## config.mk

```make
export PLATFORM = sky130hd
export DESIGN_NAME = pulse_delay_multi
export DESIGN_NICKNAME = d
export VERILOG_FILES = /design/src/rtl/pulse_delay_multi.sv
export SDC_FILE = /design/constraint.sdc
export NUM_CORES = 1
export LEC_CHECK = 0
export BUFFER_PORTS_ARGS = -buffer_cell sky130_fd_sc_hd__buf_2
export CORE_ASPECT_RATIO = 0.75
export CORE_MARGIN = 2
export CORE_UTILIZATION = 56
export CTS_BUF_LIST = sky130_fd_sc_hd__clkbuf_8
export DETAILED_ROUTE_END_ITERATION = 8
export PLACE_DENSITY_LB_ADDON = 0.2
export SLEW_MARGIN = 30
export SYNTH_ARGS = -nofsm -noshare
export SYNTH_HDL_FRONTEND = slang
export SYNTH_SLANG_ARGS = --single-unit
```

## constraint.sdc

```tcl
create_clock -name clk -period 6.37 [get_ports clk]
set_clock_uncertainty 0.1 [all_clocks]
set_input_delay 1.274 -clock clk [delete_from_list [all_inputs] [get_ports clk]]
set_output_delay 1.274 -clock clk [all_outputs]
set_load 0.005 [all_outputs]
```

## src/rtl/pulse_delay_multi.sv

```systemverilog
// Multi-channel delayed-pulse generator: rising edge on sig_in[i] -> wait D cycles -> pulse W cycles.
// Delay, width and retrigger mode are latched per channel when a trigger is accepted.
module pulse_delay_multi #(
  parameter int CHANNELS    = 4,
  parameter int COUNT_WIDTH = 6
) (
  input  logic                   clk,
  input  logic                   reset,
  input  logic [CHANNELS-1:0]    sig_in,
  input  logic [COUNT_WIDTH-1:0] delay_cfg,
  input  logic [COUNT_WIDTH-1:0] width_cfg,
  input  logic                   retrig,
  input  logic                   clear_ovr,
  output logic [CHANNELS-1:0]    sig_out,
  output logic [CHANNELS-1:0]    busy,
  output logic [CHANNELS-1:0]    overrun
);

  typedef enum logic [1:0] {IDLE, DELAY, PULSE} state_t;

  // Last count value of a pulse; a width of 0 behaves as 1.
  function automatic logic [COUNT_WIDTH-1:0] width_last(input logic [COUNT_WIDTH-1:0] w);
    return (w == '0) ? '0 : w - 1'b1;
  endfunction

  logic [CHANNELS-1:0] sig_in_p1;
  logic [CHANNELS-1:0] trig;
  logic [CHANNELS-1:0] drop;

  // Stage p1: previous input sample; resets high so a level held through reset is not an edge.
  always_ff @(posedge clk or posedge reset) begin
    if (reset) sig_in_p1 <= '1;
    else       sig_in_p1 <= sig_in;
  end

  assign trig = sig_in & ~sig_in_p1;

  always_ff @(posedge clk or posedge reset) begin
    if (reset) overrun <= '0;
    else       overrun <= (clear_ovr ? '0 : overrun) | drop;
  end

  for (genvar i = 0; i < CHANNELS; i++) begin : g_ch
    state_t                 state;
    logic [COUNT_WIDTH-1:0] cnt;
    logic [COUNT_WIDTH-1:0] d_lat;
    logic [COUNT_WIDTH-1:0] w_lat;
    logic                   rt_lat;
    logic                   out_r;
    logic                   busy_r;
    logic                   pulse_last;
    logic                   accept;

    assign pulse_last = (state == PULSE) && (cnt == width_last(w_lat));
    assign drop[i]    = trig[i] && !rt_lat &&
                        ((state == DELAY) || ((state == PULSE) && !pulse_last));
    assign accept     = trig[i] && !drop[i];
    assign sig_out[i] = out_r;
    assign busy[i]    = busy_r;

    always_ff @(posedge clk) begin
      if (accept) begin
        d_lat  <= delay_cfg;
        w_lat  <= width_cfg;
        rt_lat <= retrig;
      end
    end

    // Stage p1: channel FSM with registered outputs.
    always_ff @(posedge clk or posedge reset) begin
      if (reset) begin
        state  <= IDLE;
        cnt    <= '0;
        out_r  <= 1'b0;
        busy_r <= 1'b0;
      end else begin
        case (state)
          IDLE: begin
            if (trig[i]) begin
              state  <= DELAY;
              cnt    <= '0;
              busy_r <= 1'b1;
            end
          end
          DELAY: begin
            if (trig[i] && rt_lat) begin
              cnt <= '0;
            end else if (cnt == d_lat) begin
              state <= PULSE;
              cnt   <= '0;
              out_r <= 1'b1;
            end else begin
              cnt <= cnt + 1'b1;
            end
          end
          PULSE: begin
            if (pulse_last) begin
              if (trig[i]) begin
                // The final pulse cycle overlaps the first delay cycle of the new operation.
                if (delay_cfg == '0) begin
                  cnt <= '0;
                end else begin
                  state <= DELAY;
                  cnt   <= {{(COUNT_WIDTH-1){1'b0}}, 1'b1};
                  out_r <= 1'b0;
                end
              end else begin
                state  <= IDLE;
                cnt    <= '0;
                out_r  <= 1'b0;
                busy_r <= 1'b0;
              end
            end else if (trig[i] && rt_lat) begin
              state <= DELAY;
              cnt   <= '0;
              out_r <= 1'b0;
            end else begin
              cnt <= cnt + 1'b1;
            end
          end
          default: begin
            state  <= IDLE;
            cnt    <= '0;
            out_r  <= 1'b0;
            busy_r <= 1'b0;
          end
        endcase
      end
    end
  end

endmodule

```

## Word level (Yosys, flattened, before mapping)

Index checks and enable logic that the tools add are counted.

- Bitwise logic cells: 11
- $add $sub $neg: 8
- Reduce and logical (&&, ||, !) cells: 61
- Multiplexer cells: 104
- Equal/unequal tests: 44

Operators with widths:

| cell | number |
|---|---|
| 6-bit two-way mux | 25 |
| 6-bit one-hot mux with 3 select lines | 4 |
| 2-bit two-way mux | 25 |
| 6-bit equality test | 8 |
| 5-bit AND reduction | 8 |
| 1-bit two-way mux | 37 |
| 2-bit != test, second input constant | 16 |
| 6-bit logical NOT | 5 |
| 6-bit by 1-bit adder with 6-bit output, second input constant | 4 |
| 1-bit logical AND | 24 |
| 1-bit one-hot mux with 3 select lines | 8 |
| 2-bit one-hot mux with 3 select lines | 4 |
| 6-bit by 1-bit subtractor with 6-bit output, second input constant | 4 |
| 4-bit != test, second input constant | 4 |
| 4-bit AND reduction | 4 |
| 1-bit logical NOT | 12 |
| 3-bit by 2-bit != test with 1-bit output, second input constant | 4 |
| 2-bit by 1-bit equality test with 1-bit output, second input constant | 4 |
| 2-bit equality test, second input constant | 4 |
| 2-bit logical NOT | 4 |
| 2-bit by 1-bit != test with 1-bit output, second input constant | 4 |
| 1-bit inverter | 8 |
| 4-bit AND | 1 |
| 1-bit logical OR | 4 |
| other kinds (3) | 3 |

- Output and inout port bits: 12
- Word-level logic and storage cells: 258
- Flip-flop bits (word level): 100
- Bits of input ports: 20

## Longest topological paths before layout

- Word-level depth: 10
- Gate-level depth with buffers: 10
- Depth with buffers taken out: 9

## Worst setup path after synthesis

No wires, ideal clock.

- Path kind: input -> register
- Start: input delay_cfg[3]
- End: register g_ch[2].out_r
- Data required time: 6.142 ns
- Buffers on the path: 0
- Cell stages on the path: 6
- Arrival time: 3.028 ns
- Slack: 3.115 ns
- Library setup time: 0.128 ns
- Cells stage by stage: or4_1 > nor3_1 > nand2_1 > nor3_1 > a221oi_1 > mux2_1

- Word-level cells in the longest chain between the ends: 3

RTL lines:

| what | RTL line | RTL |
|---|---|---|
| start: declaration | 10 | `input logic [COUNT_WIDTH-1:0] delay_cfg,` |
| 6-bit logical NOT | 100 | `if (delay_cfg == '0) begin` |
| 4-bit != test (no line) | n/a |  |
| 5-bit AND reduction (no line) | n/a |  |
| end signal: assignment | 105 | `out_r <= 1'b0;` |
| end signal: assignment | 110 | `out_r <= 1'b0;` |
| end signal: assignment | 116 | `out_r <= 1'b0;` |
| end: declaration | 49 | `logic out_r;` |

No other way between the ends.
A chain may end at the register's enable or synchronous reset.

## Worst setup path in the final report

- Start: register g_ch[2].w_lat[0]
- End: register g_ch[2].w_lat[0], enable pin

- Word-level cells in the longest chain between the ends: 10
- Elaborated cells between the ends (all ways): 11
- Those cells by class: add/sub: 1; eq/ne: 1; mux: 1; reduce/logical: 8

RTL lines:

| what | RTL line | RTL |
|---|---|---|
| start: declaration | 47 | `logic [COUNT_WIDTH-1:0] w_lat;` |
| start signal: assignment | 64 | `w_lat <= width_cfg;` |
| 6-bit by 1-bit subtractor with 6-bit output / 6-bit logical NOT (equally long branches) | 23 | `return (w == '0) ? '0 : w - 1'b1;` |
| 6-bit two-way mux * | 23 |  |
| 6-bit equality test * | 54 | `assign pulse_last = (state == PULSE) && (cnt == width_last(w_lat));` |
| 1-bit logical AND * | 54 |  |
| 1-bit logical NOT * | 56 | `((state == DELAY) \|\| ((state == PULSE) && !pulse_last));` |
| 1-bit logical AND * | 56 |  |
| 1-bit logical OR * | 56 |  |
| 1-bit logical AND * | 55 | `assign drop[i] = trig[i] && !rt_lat &&` |
| 1-bit logical NOT * | 57 | `assign accept = trig[i] && !drop[i];` |
| 1-bit logical AND * | 57 |  |
| net g_ch[2].accept | 52 | `logic accept;` |

Mark *: on every way through the listed nets, which the timed path passes. The rest lies on a longest branch.

==> impl_metrics.py <==
metrics = {
    "floorplanning": {
        "die_w_um": 123,
        "start_util_pct": 57.7,
        "ios": 32,
        "fp.dieH_um": 93.2,
        "fp-row-count": 32,
        "dieArea_sq_um": 11500,
        "core-area_sq_um": 10300,
    },
    "worst_hold_path": {
        "hold_path_class": "reg -> reg",
    },
    "global_route": {
        "met2_usage_pct": 36.0,
        "grt_max_degree": 49,
        "grt_pass1_vias": 4249,
        "antenna_found_initial": 0,
        "grt_use_met3_pct": 4.15,
        "grt_pass1_wl_um": 21100,
        "overflow": 0,
        "top_usage_layer": "met2",
        "track_usage_pct": 23.8,
        "met1_usage_pct": 35.0,
    },
    "synth": {
        "synth_area_leaders": "edfxtp_1 26%, dfrtp_1 19%, ha_1 5.1%",
        "syn_avg_cell_area_sq_um": 10.3,
        "synth_edf_count": 52,
        "syn_area_sq_um": 5940,
        "synth_ff_type": "edfxtp_1",
        "yosys_warnings": 0,
        "ys_async_sr_fraction_pct": 48.0,
        "yosysUniqueCellTypes": 67,
        "synth_nets": 621,
        "synth_seq_area_share_pct": 46.6,
        "synthCells": 577,
        "synth_top_area_share_pct": 26.3,
        "ys_ff_latch": 100,
        "yosysTopAreaCell": "edfxtp_1",
    },
    "finish": {
        "final_nets": 638,
        "antenna_cells": 0,
        "layout_commonest_cell": "edfxtp_1",
        "register_area_sq_um": 2770,
        "syn2layout_area_growth_pct": 6.38,
        "filler_cell_count": 854,
        "multi_input_area_sq_um": 2910,
        "final_cell_area_sq_um": 6320,
        "layout_common_cells": "52 x edfxtp_1, 44 x dfrtp_1, 42 x nand2_1",
        "drive_above_1_share_pct": 12.5,
    },
    "timing": {
        "clock.fmax_mhz": 278,
        "max-slew-margin-rel_pct": 45.9,
        "fin_crit_sh_pct": 56.5,
        "hold_viol_final": 0,
        "fin_tns_setup_ps": 0,
        "setup_viol": 0,
        "rsz0062_at_grt": "false",
        "fin_crit_ps": 3600,
        "tightest_slew_ps": 808,
        "maxSlewViolCount": 0,
    },
    "power": {
        "irDropWorstVdd_uv": 265,
        "p_total_uw": 2050,
        "p_per_area_nw_per_um2": 325,
        "p_leak_uw": 0.00251,
    },
    "run_status": {
        "status": "finished clean",
    },
    "place": {
        "place_area_sq_um": 6140,
        "portBuffers": 31,
        "gp_congestion": 0.877,
        "hpwl_um": 9180,
    },
    "clock_tree": {
        "h-tree-depth": 3,
        "cts_max_path_buffers": 2,
        "cts_made_buffers": 9,
        "cts_resized": 0,
        "post_cts_buffers": 0,
        "insertion_delay_ps": 370,
        "clkSinkCount": 100,
        "clockRootBuffer": "clkbuf_8",
        "cts_tree": "built",
        "clkTransAtPathRegs_ps": 90,
        "cts.hold.buffers_added": 0,
    },
    "run": {
        "drv_cap": 0,
    },
    "routing": {
        "vias_per_cell": 6.08,
        "drtPass1Iterations": 5,
        "routed-via-count": 4472,
        "routed_wirelength_um": 12600,
        "drc": 0,
        "wire_per_inst_um": 17.2,
        "drt_iter0_drc": 459,
        "drtAntennaViolNets": 0,
    },
    "worst_setup_path": {
        "crit_type": "reg -> reg",
        "rrSetupSlack_ps": 2770,
        "path_max_fanout": 13,
        "start_kind": "flip-flop",
        "cp-end-kind": "flip-flop",
        "arrival_ps": 3500,
        "cp.required_ps": 6270,
    },
}
==> registers in the layout (all words and copies together), names as in the netlist <==
signal and count:
g_ch.busy_r 4, g_ch.cnt 24, g_ch.d_lat 24, g_ch.out_r 4, g_ch.rt_lat 4, g_ch.state 8
g_ch.w_lat 24, overrun 4, sig_in_p1 4
==> power by group <==
part           total [uW]  switching (uW)  internal, uW  leakage, uW
logic                 785             452           333      0.00131
registers             903             111           792      0.00112
clock network         363             223           141    0.0000882
==> cell usage after synthesis, types with 3 or more instances <==
cell type / number
a21boi_0: 6
nor2_1: 38
o31ai_1: 5
nor2b_1: 11
o22ai_1: 4
dfrtp_1: 44
a22o_1: 6
and2_1: 7
o21a_1: 5
o211ai_1: 10
mux2_1: 4
xor2_1: 22
o2111ai_1: 5
buf_4: 8
a211oi_1: 4
o21ai_0: 25
nand2_1: 42
dfstp_2: 4
a21oi_1: 22
mux2_2: 6
nand4_1: 5
o32a_1: 4
nor3b_1: 4
mux2i_1: 9
or2_2: 3
nand3_1: 17
a22oi_1: 5
edfxtp_1: 52
or3_1: 5
xnor2_1: 18
o22a_1: 6
a31oi_1: 3
a221oi_1: 3
o2bb2ai_1: 3
ha_1: 24
or4_1: 6
clkbuf_1: 16
inv_1: 35
nor4_1: 9
and3_1: 7
nor3_1: 17
nand2b_1: 12
==> critical path, stage by stage, from the launching register on <==
cell,delay (ps)
edfxtp_1,500
inv_1,100
ha_1,190
nor3b_2,320
nand3b_1,160
a311o_1,370
a311o_1,400
or2_0,350
a21oi_1,260
o21a_1,510
==> cell families after synthesis <==
logic type | after synthesis | share of synthesized area, %
AOI/OAI and AO/OA | 135 | 16.3
xor gates and xnor gates | 40 | 5.90
adders and majority gates | 24 | 5.06
buffers and inverters | 61 | 4.40
DFF | 100 | 46.6
muxes | 19 | 3.41
and+or+nand+nor | 198 | 18.3
==> worst paths after layout <==
| kind | startpoint | to | cells past startpoint |
|---|---|---|---|
| max reg2reg | g_ch[2].w_lat[0] | g_ch[2].w_lat[0] | 9 |
| min reg2reg | g_ch[2].out_r | g_ch[2].out_r | 1 |
| max | g_ch[2].w_lat[0] | g_ch[2].w_lat[0] | 9 |
| min in group asynchronous | reset | overrun[3] | 2 |
| max in group asynchronous | reset | g_ch[2].cnt[4] | 2 |
| min | g_ch[2].out_r | g_ch[2].out_r | 1 |
==> per-layer routing <==
metal  part of all wire [%]  vias to the layer above  wire, um
met4                    1.2                        0       148
li1                       -                     2148         -
met1                     48                     2150      6060
met5                      0                        -         0
met2                     45                      158      5630
met3                    6.3                       16       797
==> layout make-up <==
type	count	share of cell area (%)
flip-flops and latches	100	43.8
clock buffers	9	1.96
repair buffers	32	2.57
multi-input cells	416	46.1
inverters	35	2.12
clock inverters	7	0.713
well taps	136	2.69
==> per-stage QoR <==
| step | util [%] | hold slack, ps | std cells | worst slack, ps |
|---|---|---|---|---|
| finish | 61.4 | 392 | 735 | 2770 |
| global route | 61.4 | 406 | 735 | 2570 |
| CTS | 61.3 | 396 | 735 | 2790 |
| detailed placement | 59.7 | 374 | 719 | 2800 |
| global placement | 59.7 | 368 | 719 | 2950 |
| floorplan | - | 359 | 577 | 3110 |
(Power assumes the default switching activity.)
